`src/rtl/rv_pkg.sv`:
```
// Shared RISC-V fetch-side definitions: word width, canonical NOP, PC step,
// the prefetch entry layout and a PC alignment helper.
package rv_pkg;

  localparam int XLEN = 32;

  typedef logic [XLEN-1:0] word_t;

  // addi x0, x0, 0
  localparam word_t INST_NOP = 32'h0000_0013;
  localparam word_t PC_INC   = 32'd4;

  // One buffered instruction together with the address it was fetched from.
  typedef struct packed {
    word_t pc;
    word_t inst;
  } fetch_entry_t;

  // Instruction addresses are word aligned; the low two bits are forced to zero.
  function automatic word_t align_pc(input word_t addr);
    return {addr[XLEN-1:2], 2'b00};
  endfunction

endpackage

```
`src/rtl/fetch_fifo.sv`:
```
// Synchronous FIFO with push, pop and flush. Push and pop may coincide even
// when full. The head entry is read straight from registered storage, so
// pop_data is valid whenever empty is low.
module fetch_fifo #(
  parameter int  WIDTH = 64,
  parameter int  DEPTH = 4,
  localparam int AW    = $clog2(DEPTH),
  localparam int CW    = $clog2(DEPTH + 1)
) (
  input  logic             clk,
  input  logic             rst_n,
  input  logic             push,
  input  logic [WIDTH-1:0] push_data,
  input  logic             pop,
  input  logic             flush,
  output logic [WIDTH-1:0] pop_data,
  output logic [CW-1:0]    count,
  output logic             full,
  output logic             empty
);

  logic [WIDTH-1:0] mem [DEPTH];
  logic [AW-1:0]    wr_ptr;
  logic [AW-1:0]    rd_ptr;
  logic             do_push;
  logic             do_pop;

  assign empty    = (count == '0);
  assign full     = (count == CW'(DEPTH));
  assign do_pop   = pop && !empty;
  assign do_push  = push && (!full || do_pop);
  assign pop_data = mem[rd_ptr];

  // Pointer and occupancy bookkeeping; flush discards everything at once.
  // NOTE: sequential state is only ever assigned with <= so every flop samples pre-edge values.
  always_ff @(posedge clk or negedge rst_n) begin
    if (!rst_n) begin
      wr_ptr <= '0;
      rd_ptr <= '0;
      count  <= '0;
    end else if (flush) begin
      wr_ptr <= '0;
      rd_ptr <= '0;
      count  <= '0;
    end else begin
      // DEPTH is a power of two, so the pointers wrap naturally.
      if (do_push) wr_ptr <= wr_ptr + 1'b1;
      if (do_pop)  rd_ptr <= rd_ptr + 1'b1;
      case ({do_push, do_pop})
        2'b10:   count <= count + 1'b1;
        2'b01:   count <= count - 1'b1;
        default: count <= count;
      endcase
    end
  end

  // Entry storage.
  // NOTE: the array is deliberately not reset; count/empty gate every use of its contents.
  always_ff @(posedge clk) begin
    if (do_push && !flush) mem[wr_ptr] <= push_data;
  end

endmodule

```
`src/rtl/if_fetch_unit.sv`:
```
// Instruction-fetch stage. Owns the PC, issues req/gnt/rvalid fetches under a
// credit limit (buffered + in-flight <= DEPTH), buffers returned words in a
// prefetch FIFO and presents one instruction per cycle downstream. A redirect
// empties the FIFO, retargets the PC and marks every in-flight response to be
// discarded on arrival.
module if_fetch_unit
  import rv_pkg::*;
#(
  parameter word_t RESET_PC = 32'h0000_0000,
  parameter int    DEPTH    = 4
) (
  input  logic        clk,
  input  logic        rst_n,
  output logic        imem_req,
  output logic [31:0] imem_addr,
  input  logic        imem_gnt,
  input  logic        imem_rvalid,
  input  logic [31:0] imem_rdata,
  input  logic        redirect_valid,
  input  logic [31:0] redirect_pc,
  input  logic        stall,
  output logic        inst_valid,
  output logic [31:0] inst_out,
  output logic [31:0] inst_pc
);

  localparam int CW = $clog2(DEPTH + 1);

  word_t          pc;
  logic           run;
  logic [CW-1:0]  outstanding;
  logic [CW-1:0]  outstanding_nxt;
  logic [CW-1:0]  kill_cnt;
  logic [CW-1:0]  kill_nxt;
  logic [CW:0]    credit_used;

  logic           grant;
  logic           rsp;
  logic           push;
  logic           pop;

  // Prefetch FIFO signals.
  fetch_entry_t   push_entry;
  fetch_entry_t   head;
  logic [63:0]    fifo_rd;
  logic [CW-1:0]  fifo_count;
  logic           fifo_full;
  logic           fifo_empty;

  // In-flight address queue signals.
  word_t          rsp_pc;
  logic [CW-1:0]  pcq_count;
  logic           pcq_full;
  logic           pcq_empty;

  // Request side: never in a redirect cycle, never beyond the credit limit.
  assign credit_used = {1'b0, fifo_count} + {1'b0, outstanding};
  assign imem_req    = run && !redirect_valid && (credit_used < (CW+1)'(DEPTH));
  assign imem_addr   = pc;
  assign grant       = imem_req && imem_gnt;

  // Response side: a response with nothing outstanding is ignored. Responses
  // are dropped while killing, and also the one landing in a redirect cycle.
  assign rsp  = imem_rvalid && (outstanding != '0);
  assign push = rsp && !redirect_valid && (kill_cnt == '0);

  // Downstream consumes the head unless stalled; a redirect overrides the pop.
  assign pop  = !fifo_empty && !stall && !redirect_valid;

  assign push_entry = '{pc: rsp_pc, inst: imem_rdata};
  assign head       = fetch_entry_t'(fifo_rd);
  assign inst_valid = !fifo_empty;
  assign inst_out   = inst_valid ? head.inst : INST_NOP;
  assign inst_pc    = inst_valid ? head.pc   : '0;

  fetch_fifo #(
    .WIDTH ($bits(fetch_entry_t)),
    .DEPTH (DEPTH)
  ) u_fifo (
    .clk       (clk),
    .rst_n     (rst_n),
    .push      (push),
    .push_data (push_entry),
    .pop       (pop),
    .flush     (redirect_valid),
    .pop_data  (fifo_rd),
    .count     (fifo_count),
    .full      (fifo_full),
    .empty     (fifo_empty)
  );

  // Addresses of granted requests, retired in order as responses arrive
  // (killed ones included), so the head is always the PC of the next response.
  fetch_fifo #(
    .WIDTH (XLEN),
    .DEPTH (DEPTH)
  ) u_pc_queue (
    .clk       (clk),
    .rst_n     (rst_n),
    .push      (grant),
    .push_data (pc),
    .pop       (rsp),
    .flush     (1'b0),
    .pop_data  (rsp_pc),
    .count     (pcq_count),
    .full      (pcq_full),
    .empty     (pcq_empty)
  );

  // Next values of the in-flight and kill counters.
  // NOTE: every variable written here gets a default first, so no latch can be inferred.
  always_comb begin
    outstanding_nxt = outstanding + CW'(grant) - CW'(rsp);
    kill_nxt        = kill_cnt;
    if (redirect_valid) begin
      // Every response still in flight after this cycle belongs to the
      // abandoned stream; kill_cnt already counts a subset of them.
      kill_nxt = outstanding - CW'(rsp);
    end else if (rsp && (kill_cnt != '0)) begin
      kill_nxt = kill_cnt - 1'b1;
    end
  end

  // Requests are held off until the first edge after reset is released.
  always_ff @(posedge clk or negedge rst_n) begin
    if (!rst_n) run <= 1'b0;
    else        run <= 1'b1;
  end

  // Program counter: a redirect wins, otherwise step past each granted fetch.
  always_ff @(posedge clk or negedge rst_n) begin
    if (!rst_n) begin
      pc <= RESET_PC;
    end else if (redirect_valid) begin
      pc <= align_pc(redirect_pc);
    end else if (grant) begin
      pc <= pc + PC_INC;
    end
  end

  // Credit and kill bookkeeping registers.
  always_ff @(posedge clk or negedge rst_n) begin
    if (!rst_n) begin
      outstanding <= '0;
      kill_cnt    <= '0;
    end else begin
      outstanding <= outstanding_nxt;
      kill_cnt    <= kill_nxt;
    end
  end

  // Protocol and bookkeeping sanity checks.
  a_rvalid_expected : assert property (@(posedge clk) disable iff (!rst_n)
    imem_rvalid |-> (outstanding != '0));
  a_pcq_tracks : assert property (@(posedge clk) disable iff (!rst_n)
    (pcq_count == outstanding) && (pcq_empty == (outstanding == '0)));
  a_pcq_no_overflow : assert property (@(posedge clk) disable iff (!rst_n)
    !(grant && pcq_full));
  a_fifo_no_overflow : assert property (@(posedge clk) disable iff (!rst_n)
    !(push && fifo_full && !pop));
  a_kill_bounded : assert property (@(posedge clk) disable iff (!rst_n)
    kill_cnt <= outstanding);

endmodule
```
`config.mk`:
```
export PLATFORM = sky130hd
export DESIGN_NAME = if_fetch_unit
export DESIGN_NICKNAME = d
export VERILOG_FILES = /design/src/rtl/rv_pkg.sv /design/src/rtl/fetch_fifo.sv /design/src/rtl/if_fetch_unit.sv
export SDC_FILE = /design/constraint.sdc
export NUM_CORES = 1
export LEC_CHECK = 0
export BUFFER_PORTS_ARGS = -buffer_cell sky130_fd_sc_hd__buf_2
export CELL_PAD_IN_SITES_DETAIL_PLACEMENT = 1
export CELL_PAD_IN_SITES_GLOBAL_PLACEMENT = 1
export CORE_UTILIZATION = 46
export DETAILED_ROUTE_END_ITERATION = 16
export GPL_TIMING_DRIVEN = 0
export MAX_ROUTING_LAYER = met4
export PLACE_DENSITY = 0.85
export SYNTH_ARGS = -nofsm -noshare
export SYNTH_HDL_FRONTEND = slang
export SYNTH_SLANG_ARGS = --single-unit
```
`constraint.sdc`:
```
create_clock -name clk -period 3.28 [get_ports clk]
set_clock_uncertainty 0.1 [all_clocks]
set_input_delay 0.656 -clock clk [delete_from_list [all_inputs] [get_ports clk]]
set_output_delay 0.656 -clock clk [all_outputs]
set_load 0.1 [all_outputs]
```
==> out/results.ini <==
[status]
status=finished clean

[final_layout]
drive_gt1_frac=0.329
nFillCells=3302
seqCellArea_um2=12300
fin_nets=1219
syn2layout_area_growth_pct=18.2
insertedDiodeCount=0
final_cell_count_no_fill=1624
fin_area_um2=20000
multi_input_area_um2=4380
fin_util=0.558

[drt]
first_pass_iters=5
post_drt_wl_per_cell_um=24.9
top_layer=met4
route.met3.wl_um=2370
dr.first_iter.drc_count=624
met2WireLength_um=20500
vias=9261
postRouteAntennaNets=0
wl_um=40400
wl_met1_um=16700
route.detailed.drc=0
avgViaCountPerCell=5.70

[critical_path]
worstSetupEndpointType=flop
startpoint_type=flop
cp.required_ns=3.60
cp_data_arrival_time_ns=3.51
crit_type=flop to flop
worstPathMaxFanout=10

[floorplanning]
die-area_um2=37600
num_rows=69
coreArea_um2=35900
initial_core_util=0.472
io_pins=168
fp.dieH_um=194
die_w_um=194

[power]
power_frac_seq=0.471
clkPwrFrac=0.351
p_sw_frac=0.280
leakagePower_nw=7.03
internal_power_mw=10.1
power_switching_mw=3.93
power_mw=14.0
combPwrFrac=0.178
ir_drop_mv=0.367
power.density_nw_per_um2=701

[hold_path]
hold_class=input pin to flop

[clock_tree]
cts_root_buf=clkbuf_16
clockBufferDepth=3
clk_pin_slew_ns=0.06
clock_latency_ns=0.54
cts_tree=built
cts.sinks=419
cts-htree-levels=2
cts_buffers=44

[synthesis]
syn_area_um2=16900
async_flop_share=0.122
ys_seq_elements=419
syn_area_per_cell_um2=18.6
synthFlopType=edfxtp_1
yosysSeqAreaShare=0.727
synth.distinct_cells=57
synth-warning-count=0
syn-instance-count=911
synth_edf_count=368

[timing]
slew_violations=0
tns_ns=0
period_share=0.973
finalSetupViolations=0
setup_ws_ns=0.0879
fmax_mhz=313
final-hold-violation-count=0
slew_headroom=0.409
rsz0062_at_grt=true
tightest_slew_ns=0.886
period_needed_ns=3.19
whs_ns=0.220

[place]
pre_cts_ws_ns=-0.117
dpl_cell_area_um2=18400
dp_hpwl_um=26000
routabilityCongestion=0.831
place_inst=1538
numPortBuffers=159

[global_route]
gr-usage-all-layers=0.226
grt_pass1_wl_um=61800
grt_overflow=0
grt_pass1_vias=10000
antenna_found_initial=0
grt_max_degree=53

[flow_run]
cap_violations=0

## cell type report
type / count / share of cell area
multi-input combinational: 431 / 0.219
sequential: 419 / 0.616
clock buffer: 64 / 0.0623
clock inverter: 16 / 0.00887
buffer: 46 / 0.0130
tap: 461 / 0.0288
timing repair buffer: 169 / 0.0489
inverter: 18 / 0.00375
## path summary, 6_finish.rpt
kind	startpoint	end	slack (ns)	cells after the start
setup / recovery	u_fifo.count[2]	outstanding[2]	0.09	12
min in group asynchronous	rst_n	imem_addr[12]	0.49	2
hold reg to reg	kill_cnt[1]	kill_cnt[1]	0.48	2
max in group asynchronous	rst_n	u_fifo.count[2]	2.01	3
hold / removal	redirect_pc[12]	imem_addr[12]	0.22	3
setup reg to reg	u_fifo.count[2]	outstanding[2]	0.09	12
## per-layer routing
| metal | global-route usage | vias up |
|---|---|---|
| met5 | - | - |
| met4 | 0.0558 | 0 |
| met3 | 0.0334 | 60 |
| met2 | 0.376 | 350 |
| met1 | 0.293 | 4817 |
| li1 | - | 4034 |
## power groups by stage
stage	logic, mW	registers (mW)	clock network (mW)
after floorplan	1.55	6.89	0
after global placement	2.31	6.67	0
after detailed placement	2.45	6.71	0
after CTS	2.49	6.60	5.02
after global routing	2.69	6.64	5.20
final	2.50	6.61	4.93
## cell usage in the layout (no fill, tap or decap), types with 7 or more instances in the layout
| cell type | n |
|---|---|
| o211ai_1 | 8 |
| xnor2_1 | 10 |
| and2_1 | 61 |
| xor2_1 | 13 |
| nor2_1 | 22 |
| o21ai_0 | 29 |
| nand3_1 | 23 |
| dfrtp_1 | 50 |
| clkbuf_1 | 27 |
| nand2_1 | 45 |
| buf_4 | 16 |
| inv_1 | 16 |
| clkbuf_16 | 45 |
| nand4_1 | 10 |
| clkinv_2 | 7 |
| buf_2 | 162 |
| mux4_2 | 92 |
| edfxtp_1 | 368 |
| ha_1 | 17 |
| clkbuf_2 | 10 |
## worst max-delay path: stages (launching register included)
cell and delay, ns:
dfrtp_2 0.48, ha_1 0.24, nor4_4 0.33, and4_4 0.33, clkinvlp_4 0.14, clkbuf_4 0.21, ha_1 0.29, inv_1 0.07
ha_1 0.13, inv_1 0.05, fa_1 0.41, xnor2_2 0.15, xnor2_1 0.13
## synthesized netlist by cell type (all sizes together), types with 6 or more instances
| master | number | area, um2 |
|---|---|---|
| edfxtp | 368 | 11100 |
| mux4 | 92 | 2070 |
| and2 | 70 | 439 |
| dfrtp | 51 | 1280 |
| nand2 | 45 | 169 |
| o21ai | 29 | 145 |
| clkbuf | 24 | 90.1 |
| nand3 | 24 | 133 |
| buf | 23 | 134 |
| nor2 | 22 | 82.6 |
| inv | 18 | 67.6 |
| ha | 17 | 213 |
| xor2 | 13 | 114 |
| nand4 | 12 | 105 |
| xnor2 | 11 | 96.3 |
| nor3 | 8 | 45.0 |
| o211ai | 8 | 60.1 |
| nand3b | 6 | 45.0 |
| nor2b | 6 | 37.5 |
| o311ai | 6 | 52.6 |
## cell families after synthesis
logic type | after synthesis | share of synthesized area
adders and majority gates | 20 | 0.0161
buffers and inverters | 65 | 0.0172
other | 2 | 0.000443
DFF | 419 | 0.727
AOI/OAI and AO/OA | 66 | 0.0268
and+or+nand+nor | 218 | 0.0744
xor gates and xnor gates | 24 | 0.0124
muxes | 97 | 0.125
## state kept, by name, indices dropped and copies added, names as in the netlist
name               count
u_fifo.rd_ptr          2
u_fifo.mem           248
u_pc_queue.mem       120
u_pc_queue.rd_ptr      2
u_fifo.count           3
imem_addr             30
u_pc_queue.wr_ptr      2
u_fifo.wr_ptr          2
u_pc_queue.count       3
kill_cnt               3
run                    1
outstanding            3
## timing repair
action,CTS,global route
endpoints found under the hold margin,0,15
pin swaps,1,3
gates resized for setup,23,7
setup buffers,2,2
hold buffers,0,1
setup endpoints to repair,60,69
gates cloned,0,1
Note: power is estimated with default switching activity, not from simulation.
